## config.mk

```make
export PLATFORM = sky130hd
export DESIGN_NAME = hazard_ctrl_flat
export DESIGN_NICKNAME = d
export VERILOG_FILES = /design/src/rtl/hazard_ctrl_if.sv /design/src/rtl/hazard_ctrl.sv /design/src/flat_wrapper.sv
export SDC_FILE = /design/constraint.sdc
export NUM_CORES = 1
export LEC_CHECK = 0
export ABC_AREA = 1
export CAP_MARGIN = 20
export CORE_MARGIN = 10
export CORE_UTILIZATION = 56
export CTS_BUF_LIST = sky130_fd_sc_hd__clkbuf_8
export DETAILED_ROUTE_END_ITERATION = 10
export PLACE_DENSITY = 0.93
export SETUP_SLACK_MARGIN = 0.02
export SYNTH_ARGS = -nofsm -noshare
export SYNTH_HDL_FRONTEND = slang
export SYNTH_SLANG_ARGS = --single-unit
export TNS_END_PERCENT = 1
```

## constraint.sdc

```tcl
create_clock -name clk -period 5.9 [get_ports clk]
set_input_delay 1.77 -clock clk [delete_from_list [all_inputs] [get_ports clk]]
set_output_delay 1.77 -clock clk [all_outputs]
set_load 0.005 [all_outputs]
```

## src/rtl/hazard_ctrl_if.sv

```systemverilog
// Hazard controller bus: the ID/EX decode fields and memory waits that flow
// into the controller, and the stall/flush controls that come back out.
//   master : core side (drives decode/wait info, consumes controls)
//   slave  : hazard_ctrl side
interface hazard_ctrl_if;
  logic [6:0]  id_opcode;
  logic [4:0]  id_rs1_index;
  logic [4:0]  id_rs2_index;
  logic [4:0]  ex_rd_index;
  logic        ex_is_load;
  logic        ex_mul_valid;
  logic        ex_jb;
  logic        im_wait;
  logic        dm_wait;
  logic        stall;
  logic        mul_stall;
  logic        jb;
  logic        freeze;
  logic        mul_done;
  logic [31:0] stall_cnt;

  modport master (
    output id_opcode, id_rs1_index, id_rs2_index, ex_rd_index,
           ex_is_load, ex_mul_valid, ex_jb, im_wait, dm_wait,
    input  stall, mul_stall, jb, freeze, mul_done, stall_cnt
  );

  modport slave (
    input  id_opcode, id_rs1_index, id_rs2_index, ex_rd_index,
           ex_is_load, ex_mul_valid, ex_jb, im_wait, dm_wait,
    output stall, mul_stall, jb, freeze, mul_done, stall_cnt
  );
endinterface

```

## src/rtl/hazard_ctrl.sv

```systemverilog
// hazard_ctrl: pipeline hazard/stall controller for the 5-stage RV32 core.
//   clk       : core clock
//   rst       : synchronous reset, active-high
//   bus       : hazard_ctrl_if.slave
//     in  : id_opcode, id_rs1_index, id_rs2_index, ex_rd_index, ex_is_load,
//           ex_mul_valid, ex_jb, im_wait, dm_wait
//     out : stall (load-use), mul_stall (multiplier occupancy), jb (flush),
//           freeze (memory wait), mul_done (result-valid pulse),
//           stall_cnt (cycles with stall|mul_stall|freeze)
// Priority of the controls: freeze > mul_stall > jb > stall.
module hazard_ctrl #(
  parameter int MUL_LAT = 4
) (
  input  logic         clk,
  input  logic         rst,
  hazard_ctrl_if.slave bus
);

  localparam logic [1:0] S_IDLE = 2'd0;
  localparam logic [1:0] S_BUSY = 2'd1;
  localparam logic [1:0] S_DONE = 2'd2;

  localparam logic [6:0] OP_LUI    = 7'b0110111;
  localparam logic [6:0] OP_AUIPC  = 7'b0010111;
  localparam logic [6:0] OP_JAL    = 7'b1101111;
  localparam logic [6:0] OP_RTYPE  = 7'b0110011;
  localparam logic [6:0] OP_STORE  = 7'b0100011;
  localparam logic [6:0] OP_BRANCH = 7'b1100011;

  logic [1:0]  state;
  logic [3:0]  cnt;
  logic [31:0] stall_cnt_q;

  logic freeze, use_rs1, use_rs2, hazard;
  logic mul_stall_c, jb_c, stall_c;

  assign freeze  = bus.im_wait | bus.dm_wait;

  assign use_rs1 = !(bus.id_opcode == OP_LUI || bus.id_opcode == OP_AUIPC ||
                     bus.id_opcode == OP_JAL);
  assign use_rs2 = (bus.id_opcode == OP_RTYPE || bus.id_opcode == OP_STORE ||
                    bus.id_opcode == OP_BRANCH);

  // x0 never carries a real dependency, so rd==0 is filtered out.
  assign hazard = bus.ex_is_load && (bus.ex_rd_index != 5'd0) &&
                  ((use_rs1 && bus.id_rs1_index == bus.ex_rd_index) ||
                   (use_rs2 && bus.id_rs2_index == bus.ex_rd_index));

  // Start cycle stalls combinationally so the multiply is held from the
  // first cycle it sits in EX.
  assign mul_stall_c = !freeze &&
                       ((state == S_IDLE && bus.ex_mul_valid) || state == S_BUSY);
  assign jb_c        = bus.ex_jb && !freeze && !mul_stall_c;
  assign stall_c     = hazard && !freeze && !mul_stall_c && !jb_c;

  assign bus.freeze    = freeze;
  assign bus.mul_stall = mul_stall_c;
  assign bus.jb        = jb_c;
  assign bus.stall     = stall_c;
  assign bus.mul_done  = (state == S_DONE) && !freeze;
  assign bus.stall_cnt = stall_cnt_q;

  always_ff @(posedge clk) begin
    if (rst) begin
      state       <= S_IDLE;
      cnt         <= 4'd0;
      stall_cnt_q <= 32'd0;
    end else begin
      if (!freeze) begin
        case (state)
          S_IDLE: if (bus.ex_mul_valid) begin
            state <= S_BUSY;
            cnt   <= 4'(MUL_LAT - 1);
          end
          S_BUSY: begin
            cnt <= cnt - 4'd1;
            if (cnt == 4'd1) state <= S_DONE;
          end
          // The finished multiply is still in EX here; do not restart on it.
          S_DONE:  state <= S_IDLE;
          default: state <= S_IDLE;
        endcase
      end
      if (stall_c || mul_stall_c || freeze) stall_cnt_q <= stall_cnt_q + 32'd1;
    end
  end

endmodule

```

## src/flat_wrapper.sv

```systemverilog
// flat-port wrapper written by rule: the top's interface ports become plain ports
module hazard_ctrl_flat 
#(
  parameter int MUL_LAT = 4
)
  (clk, rst, bus_id_opcode, bus_id_rs1_index, bus_id_rs2_index, bus_ex_rd_index, bus_ex_is_load, bus_ex_mul_valid, bus_ex_jb, bus_im_wait, bus_dm_wait, bus_stall, bus_mul_stall, bus_jb, bus_freeze, bus_mul_done, bus_stall_cnt);
  hazard_ctrl_if bus_i ();
  input  logic clk;
  input  logic rst;
  input wire logic [$bits(bus_i.id_opcode)-1:0] bus_id_opcode;
  input wire logic [$bits(bus_i.id_rs1_index)-1:0] bus_id_rs1_index;
  input wire logic [$bits(bus_i.id_rs2_index)-1:0] bus_id_rs2_index;
  input wire logic [$bits(bus_i.ex_rd_index)-1:0] bus_ex_rd_index;
  input wire logic [$bits(bus_i.ex_is_load)-1:0] bus_ex_is_load;
  input wire logic [$bits(bus_i.ex_mul_valid)-1:0] bus_ex_mul_valid;
  input wire logic [$bits(bus_i.ex_jb)-1:0] bus_ex_jb;
  input wire logic [$bits(bus_i.im_wait)-1:0] bus_im_wait;
  input wire logic [$bits(bus_i.dm_wait)-1:0] bus_dm_wait;
  output wire logic [$bits(bus_i.stall)-1:0] bus_stall;
  output wire logic [$bits(bus_i.mul_stall)-1:0] bus_mul_stall;
  output wire logic [$bits(bus_i.jb)-1:0] bus_jb;
  output wire logic [$bits(bus_i.freeze)-1:0] bus_freeze;
  output wire logic [$bits(bus_i.mul_done)-1:0] bus_mul_done;
  output wire logic [$bits(bus_i.stall_cnt)-1:0] bus_stall_cnt;
  assign bus_i.id_opcode = bus_id_opcode;
  assign bus_i.id_rs1_index = bus_id_rs1_index;
  assign bus_i.id_rs2_index = bus_id_rs2_index;
  assign bus_i.ex_rd_index = bus_ex_rd_index;
  assign bus_i.ex_is_load = bus_ex_is_load;
  assign bus_i.ex_mul_valid = bus_ex_mul_valid;
  assign bus_i.ex_jb = bus_ex_jb;
  assign bus_i.im_wait = bus_im_wait;
  assign bus_i.dm_wait = bus_dm_wait;
  assign bus_stall = bus_i.stall;
  assign bus_mul_stall = bus_i.mul_stall;
  assign bus_jb = bus_i.jb;
  assign bus_freeze = bus_i.freeze;
  assign bus_mul_done = bus_i.mul_done;
  assign bus_stall_cnt = bus_i.stall_cnt;
  hazard_ctrl #(.MUL_LAT(MUL_LAT)) u_core (.clk(clk), .rst(rst), .bus(bus_i));
endmodule
```

# Word level (Yosys, flattened, before mapping)
# Cells that the tools add are included.
[classes]
n_addsub = 2
n_eq_ne = 13
muxes = 5
n_bitwise = 2
reduce_logical = 29
[op_table]
columns = ["operator", "n"]
rows = [
  ["$add 32x1->32 const B", 1],
  ["$eq 7x6->1 const B", 3],
  ["$eq 7x7->1 const B", 2],
  ["$logic_and 1x1->1", 12],
  ["$eq 5x5->1", 2],
  ["$logic_or 1x1->1", 8],
  ["$pmux 4 s2", 1],
  ["$eq 7x5->1 const B", 1],
  ["$reduce_and 3->1", 2],
  ["$reduce_bool 5->1", 1],
  ["$eq 4x1->1 const B", 1],
  ["$logic_not 1->1", 4],
  ["$mux 2", 2],
  ["$mux 4", 1],
  ["$ne 2x2->1 const B", 2],
  ["$pmux 2 s2", 1],
  ["$sub 4x1->4 const B", 1],
  ["$eq 2x1->1 const B", 1],
  ["$eq 2x2->1 const B", 1],
  ["$logic_not 2->1", 1],
  ["$reduce_bool 2->1", 1],
  ["$not 1->1", 1],
  ["$or 1x1->1", 1],
]
[word_totals]
regBits = 38
input_bits = 29
out_inout_bits = 37
word_cells = 54

# Longest topological paths before layout
[logic_depth]
word_depth = 12
depth_mapped = 13
mapped_depth_nobuf = 12

# Least setup slack after synthesis
# Ideal clock, no wire load.
[synth_path]
path_kind = "input to output"
from = "in bus_ex_mul_valid"
to = "out bus_stall"
t_arrival_ns = 2.618
required_ns = 4.130
setup_slack_ns = 1.512
stages = 7
path_cell_list = "or2_1 > nand3_2 > nand2_4 > nor2_4 > nand2_4 > buf_2 > inv_1"
[synth_via]
elab_chain_cells = 7
[synth_lines]
columns = ["element", "line", "rtl"]
rows = [
  ["from (decl)", "flat_wrapper.sv:15", "input wire logic [$bits(bus_i.ex_mul_valid)-1:0] bus_ex_mul_valid;"],
  ["$logic_and 1x1->1 *", "hazard_ctrl.sv:52", "((state == S_IDLE && bus.ex_mul_valid) || state == S_BUSY);"],
  ["$logic_or 1x1->1 *", "hazard_ctrl.sv:52", ""],
  ["$logic_and 1x1->1 *", "hazard_ctrl.sv:51", "assign mul_stall_c = !freeze &&"],
  ["$logic_not 1->1 *", "hazard_ctrl.sv:53, hazard_ctrl.sv:54", ""],
  ["$logic_and 1x1->1", "hazard_ctrl.sv:53", "assign jb_c = bus.ex_jb && !freeze && !mul_stall_c;"],
  ["$logic_not 1->1", "hazard_ctrl.sv:54", "assign stall_c = hazard && !freeze && !mul_stall_c && !jb_c;"],
  ["$logic_and 1x1->1 *", "hazard_ctrl.sv:54", ""],
  ["to (decl)", "flat_wrapper.sv:19", "output wire logic [$bits(bus_i.stall)-1:0] bus_stall;"],
]
# Every way passes the cells marked *; elsewhere a longest branch is shown, timed or not.

# Worst setup path after layout
[layout_path]
from = "in bus_id_opcode[6]"
to = "out bus_stall"
[layout_via]
elab_chain_cells = 10
[layout_lines]
columns = ["element", "line", "rtl"]
rows = [
  ["from (decl)", "flat_wrapper.sv:10", "input wire logic [$bits(bus_i.id_opcode)-1:0] bus_id_opcode;"],
  ["$eq 7x6->1 or $eq 7x5->1 (tied branches)", "hazard_ctrl.sv:39", "assign use_rs1 = !(bus.id_opcode == OP_LUI || bus.id_opcode == OP_AUIPC ||"],
  ["$logic_or 1x1->1 (2 in a row)", "hazard_ctrl.sv:39", ""],
  ["$logic_not 1->1", "hazard_ctrl.sv:39", ""],
  ["$logic_and 1x1->1", "hazard_ctrl.sv:46", "((use_rs1 && bus.id_rs1_index == bus.ex_rd_index) ||"],
  ["$logic_or 1x1->1 *", "hazard_ctrl.sv:46", ""],
  ["$logic_and 1x1->1 *", "hazard_ctrl.sv:45", "assign hazard = bus.ex_is_load && (bus.ex_rd_index != 5'd0) &&"],
  ["$logic_and 1x1->1 * (3 in a row)", "hazard_ctrl.sv:54", ""],
]
# Marked as above.

==> impl_summary.log <==
INFO  metric grt_max_degree = 36
INFO  metric cpPeakStageDelay = between 0.4 and 0.5 ns
INFO  metric post-route-drc-count = 0
INFO  metric drv_slew = 0
INFO  metric worst_hold_slack = roughly 0.5 ns
INFO  metric viasPerCell = around 5.4
INFO  metric post_cts_setup_repair_buffer_count = 0
INFO  metric path_class = in2out
INFO  metric timing.critical_path.to_type = output pin
INFO  metric run_status = finished clean
INFO  metric clk_transition_reported_paths = 0.08 ns
INFO  metric design_power_total = 0.5641 mW
INFO  metric final_util = 0.7501
INFO  metric core_region_area = just under 5000 um2
INFO  metric synth_fa_ha_area_frac = 0.01321
INFO  metric drtIter0Drc = 199
INFO  metric leakagePower = about 1.3 nW
INFO  metric hold_violations = 0
INFO  metric fin_worst_skew = around 0.0037 ns
INFO  metric mappedNetlistArea = around 2800 um2
INFO  metric synth.yosys.warnings = 0
INFO  metric boundaryPins = 66
INFO  metric synth_xor_xnor_area_share = 0.07398
INFO  metric whs_endpoint = u_core.cnt[0]$_SDFFE_PP0P_
INFO  metric insertedDiodeCount = 0
INFO  metric route.antenna.remaining_nets = 0
INFO  metric finish.net_count = 522
INFO  metric synth-compound-area-share = 0.1013
INFO  metric cts_tree = built
INFO  metric synth.yosys.seq_area_share = 0.2677
INFO  metric finalSetupViolCount = 0
INFO  metric worst-path-max-fanout = 3
INFO  metric place.detailed.hpwl = between 6 and 7 mm
INFO  metric largest_family_of_logic_cells_by_synthesized_area = simple AND/OR/NAND/NOR gates
INFO  metric grt_pass1_wl = about 14 mm
INFO  metric postLayoutSetupSlackWorst = approximately 0.69 ns
INFO  metric cts_num_sinks = 38
INFO  metric worst_hold_startpoint = u_core.cnt[0]$_SDFFE_PP0P_
INFO  metric rows = 25
INFO  metric path_delay_family = buffers and inverters
INFO  metric postLayoutCellArea = between 3000 and 4000 um2
INFO  metric route.detailed.wl_per_inst = roughly 15 um
INFO  metric grt_pass1_vias = 2890
INFO  metric io_buffer_count = 65
INFO  metric drt_first_pass_iters = 4
INFO  metric clock_latency_on_the_worst_skew_pair = roughly 0.3 ns
INFO  metric layout_worst_path_cycle_share = 0.8838
INFO  metric synth.distinct_cells = 31
INFO  metric synth-seq-cells = 38
INFO  metric worst_slew_pin_slew = 0.6248 ns
INFO  metric max_cap_viol_count = 0
INFO  metric power_density = approximately 160 nW/um2
INFO  metric cp_common_cell = sky130_fd_sc_hd__nand2_1
INFO  metric floorplan.die.height = just over 90 um
INFO  metric max_freq = between 150 and 200 MHz
INFO  metric synthesis.area_per_instance = 6.623 um2
INFO  metric cp-start-kind = input pin
INFO  metric tns = 0 ns
INFO  metric r2r.worst_path.cells = 7
INFO  metric worstPathCellList = clkdlybuf4s50_1, nand2_1, nand3_1, nor3_1, nand2_1, nand2_1, nand2_4, inv_1, clkdlybuf4s50_1
INFO  metric groute.usage.overall = 0.1925
INFO  metric placedCellCount = 550
INFO  metric ff2ff_setup_slack = 3.96 ns
INFO  metric layoutNonFillerInstCount = roughly 560
INFO  metric synthesis.instances = between 400 and 500
INFO  metric antenna_found_initial = 0
INFO  metric cts.root.buffer_cell = sky130_fd_sc_hd__clkbuf_8
INFO  metric grt_setup_unrepaired = false
INFO  metric r2r-start = u_core.state[0]$_SDFFE_PP0P_
INFO  metric syn-num-nets = between 400 and 500
INFO  metric critPathBufInv = 3
INFO  metric worstReg2RegEnd = u_core.bus.stall_cnt[17]$_SDFFE_PP0P_
INFO  metric critical-path-slowest-cell = sky130_fd_sc_hd__clkdlybuf4s50_1
INFO  metric grt_overflow_total = 0
INFO  metric ctsHtreeMaxLevel = 2
INFO  metric hold_depth = 1
INFO  metric worst_ep_arrival_time = between 3 and 4 ns
INFO  metric slew_headroom = 0.5829
INFO  metric placement.cell_area = around 3500 um2
INFO  metric die_w = 91.23 um
INFO  metric post-route-min-period = about 5.2 ns
INFO  metric hold_path.class = reg2reg
INFO  metric max-clock-path-buffers = 2
INFO  metric cts_made_buffers = 5
INFO  metric drive_gt1_frac = 0.1629
INFO  metric synth.mux.area_fraction = 0
INFO  metric post_cts_hold_buffer_count = 0
INFO  metric post_cts.resized_instances = 0
INFO  metric detail_route.wirelength = roughly 8 mm
INFO  metric die_area = around 8300 um2
INFO  metric start_util = 0.5899
INFO  metric vdd.ir_drop.worst = 0.1384 mV
INFO  metric syn_to_final_growth = 27.17%
INFO  metric synth-simple-area-share = 0.4685
INFO  metric post-place-ws = a little under 0.7 ns
INFO  metric critical_path_required = 4.13 ns
INFO  metric gp_congestion = 0.9372
INFO  metric route.vias.total = 3010
[per-layer routing]
layer | vias up | routed length (um) | GRT usage
met3 | 14 | 504 | 0.04609
met4 | 0 | 168 | 0.06789
li1 | 1502 | - | -
met1 | 1393 | 3696 | 0.2259
met5 | - | 0 | 0
met2 | 101 | 3812 | 0.3329
[Yosys cell counts]
cell	count	share of area
sky130_fd_sc_hd__nand2_1	122	0.16
sky130_fd_sc_hd__nor2_1	47	0.062
sky130_fd_sc_hd__dfxtp_1	38	0.27
sky130_fd_sc_hd__nand3_1	38	0.067
sky130_fd_sc_hd__inv_1	22	0.029
sky130_fd_sc_hd__a21oi_2	21	0.065
sky130_fd_sc_hd__nand2_2	20	0.044
sky130_fd_sc_hd__a21oi_1	16	0.028
sky130_fd_sc_hd__xor2_1	15	0.046
sky130_fd_sc_hd__nand3b_1	14	0.037
sky130_fd_sc_hd__nor3_1	12	0.021
sky130_fd_sc_hd__inv_2	10	0.013
sky130_fd_sc_hd__xnor2_1	9	0.028
sky130_fd_sc_hd__buf_2	6	0.011
sky130_fd_sc_hd__nor2_2	6	0.013
sky130_fd_sc_hd__clkbuf_1	3	0.0040
sky130_fd_sc_hd__ha_1	3	0.013
sky130_fd_sc_hd__nand2_4	3	0.012
sky130_fd_sc_hd__nand4_1	3	0.0066
sky130_fd_sc_hd__nor2_4	3	0.012
sky130_fd_sc_hd__nor3_2	3	0.011
sky130_fd_sc_hd__o21ai_0	3	0.0053
sky130_fd_sc_hd__buf_8	2	0.011
sky130_fd_sc_hd__clkinv_1	2	0.0026
sky130_fd_sc_hd__nand3_2	2	0.0070
sky130_fd_sc_hd__a221oi_1	1	0.0031
sky130_fd_sc_hd__buf_1	1	0.0013
sky130_fd_sc_hd__buf_6	1	0.0040
sky130_fd_sc_hd__nand2_8	1	0.0070
sky130_fd_sc_hd__nor3_4	1	0.0057
sky130_fd_sc_hd__or2_1	1	0.0022
[cell type report]
type | instances | area (um2)
clock buffers | 5 | 68.82
clock inverters | 3 | 40.04
fillers | 415 | 1204
inverters | 34 | 127.6
multi-input cells | 344 | 1867
flip-flops and latches | 38 | 760.7
well taps | 67 | 83.83
repair buffers | 67 | 665.6
[worst max-delay path by stage]
| stage | startpoint | endpoint | cells past startpoint |
|---|---|---|---|
| final | bus_id_opcode[6] | bus_stall | 9 |
| after global routing | bus_ex_rd_index[0] | bus_stall | 9 |
| after CTS | bus_ex_rd_index[0] | bus_stall | 9 |
| after detailed placement | bus_ex_rd_index[0] | bus_stall | 9 |
| after global placement | bus_ex_rd_index[1] | bus_stall | 10 |
| after floorplan | bus_ex_mul_valid | bus_stall | 7 |
[cell usage in the layout, fill, tap and decap left out]
master,count
sky130_fd_sc_hd__nand2_8,1
sky130_fd_sc_hd__a21oi_2,21
sky130_fd_sc_hd__nand2_2,20
sky130_fd_sc_hd__nand3_2,2
sky130_fd_sc_hd__xor2_1,15
sky130_fd_sc_hd__clkinv_2,2
sky130_fd_sc_hd__xnor2_1,9
sky130_fd_sc_hd__clkinv_1,2
sky130_fd_sc_hd__nand2_4,3
sky130_fd_sc_hd__buf_4,2
sky130_fd_sc_hd__nor2_4,3
sky130_fd_sc_hd__clkdlybuf4s50_1,65
sky130_fd_sc_hd__nor2_2,6
sky130_fd_sc_hd__nand3_1,38
sky130_fd_sc_hd__dfxtp_1,38
sky130_fd_sc_hd__nand4_1,3
sky130_fd_sc_hd__nand3b_1,14
sky130_fd_sc_hd__a21oi_1,16
sky130_fd_sc_hd__bufinv_16,1
sky130_fd_sc_hd__inv_2,10
sky130_fd_sc_hd__nor2_1,47
sky130_fd_sc_hd__nand2_1,122
sky130_fd_sc_hd__nor3_4,1
sky130_fd_sc_hd__a221oi_1,1
sky130_fd_sc_hd__ha_1,3
sky130_fd_sc_hd__inv_1,22
sky130_fd_sc_hd__or2_1,1
sky130_fd_sc_hd__clkbuf_8,5
sky130_fd_sc_hd__nor3_1,12
sky130_fd_sc_hd__nor3_2,3
sky130_fd_sc_hd__o21ai_0,3
[state kept, by name, summed over array words and instances, names as in the netlist]
signal / flops
u_core.state: 2
u_core.bus.stall_cnt: 32
u_core.cnt: 4
[power by group]
part	total [mW]	switching, mW	internal (mW)
clock	0.221	0.0966	0.124
sequential	0.266	0.00516	0.261
combinational	0.0774	0.0407	0.0366
[cells by family after synthesis]
logic type | after synthesis
and+or+nand+nor | 276
DFF | 38
xor gates and xnor gates | 24
adders and majority gates | 3
buffers and inverters | 47
AOI/OAI and AO/OA | 41
[worst reg2reg max path, stage by stage, from the launching register on]
cell                      delay [ns]
sky130_fd_sc_hd__dfxtp_1        0.34
sky130_fd_sc_hd__or2_1          0.26
sky130_fd_sc_hd__nand3_2        0.13
sky130_fd_sc_hd__nand2_4        0.08
sky130_fd_sc_hd__inv_2          0.46
sky130_fd_sc_hd__nand2_8        0.31
sky130_fd_sc_hd__nand2_1        0.16
sky130_fd_sc_hd__a21oi_1        0.07
Note: power is estimated with default switching activity, not from simulation.
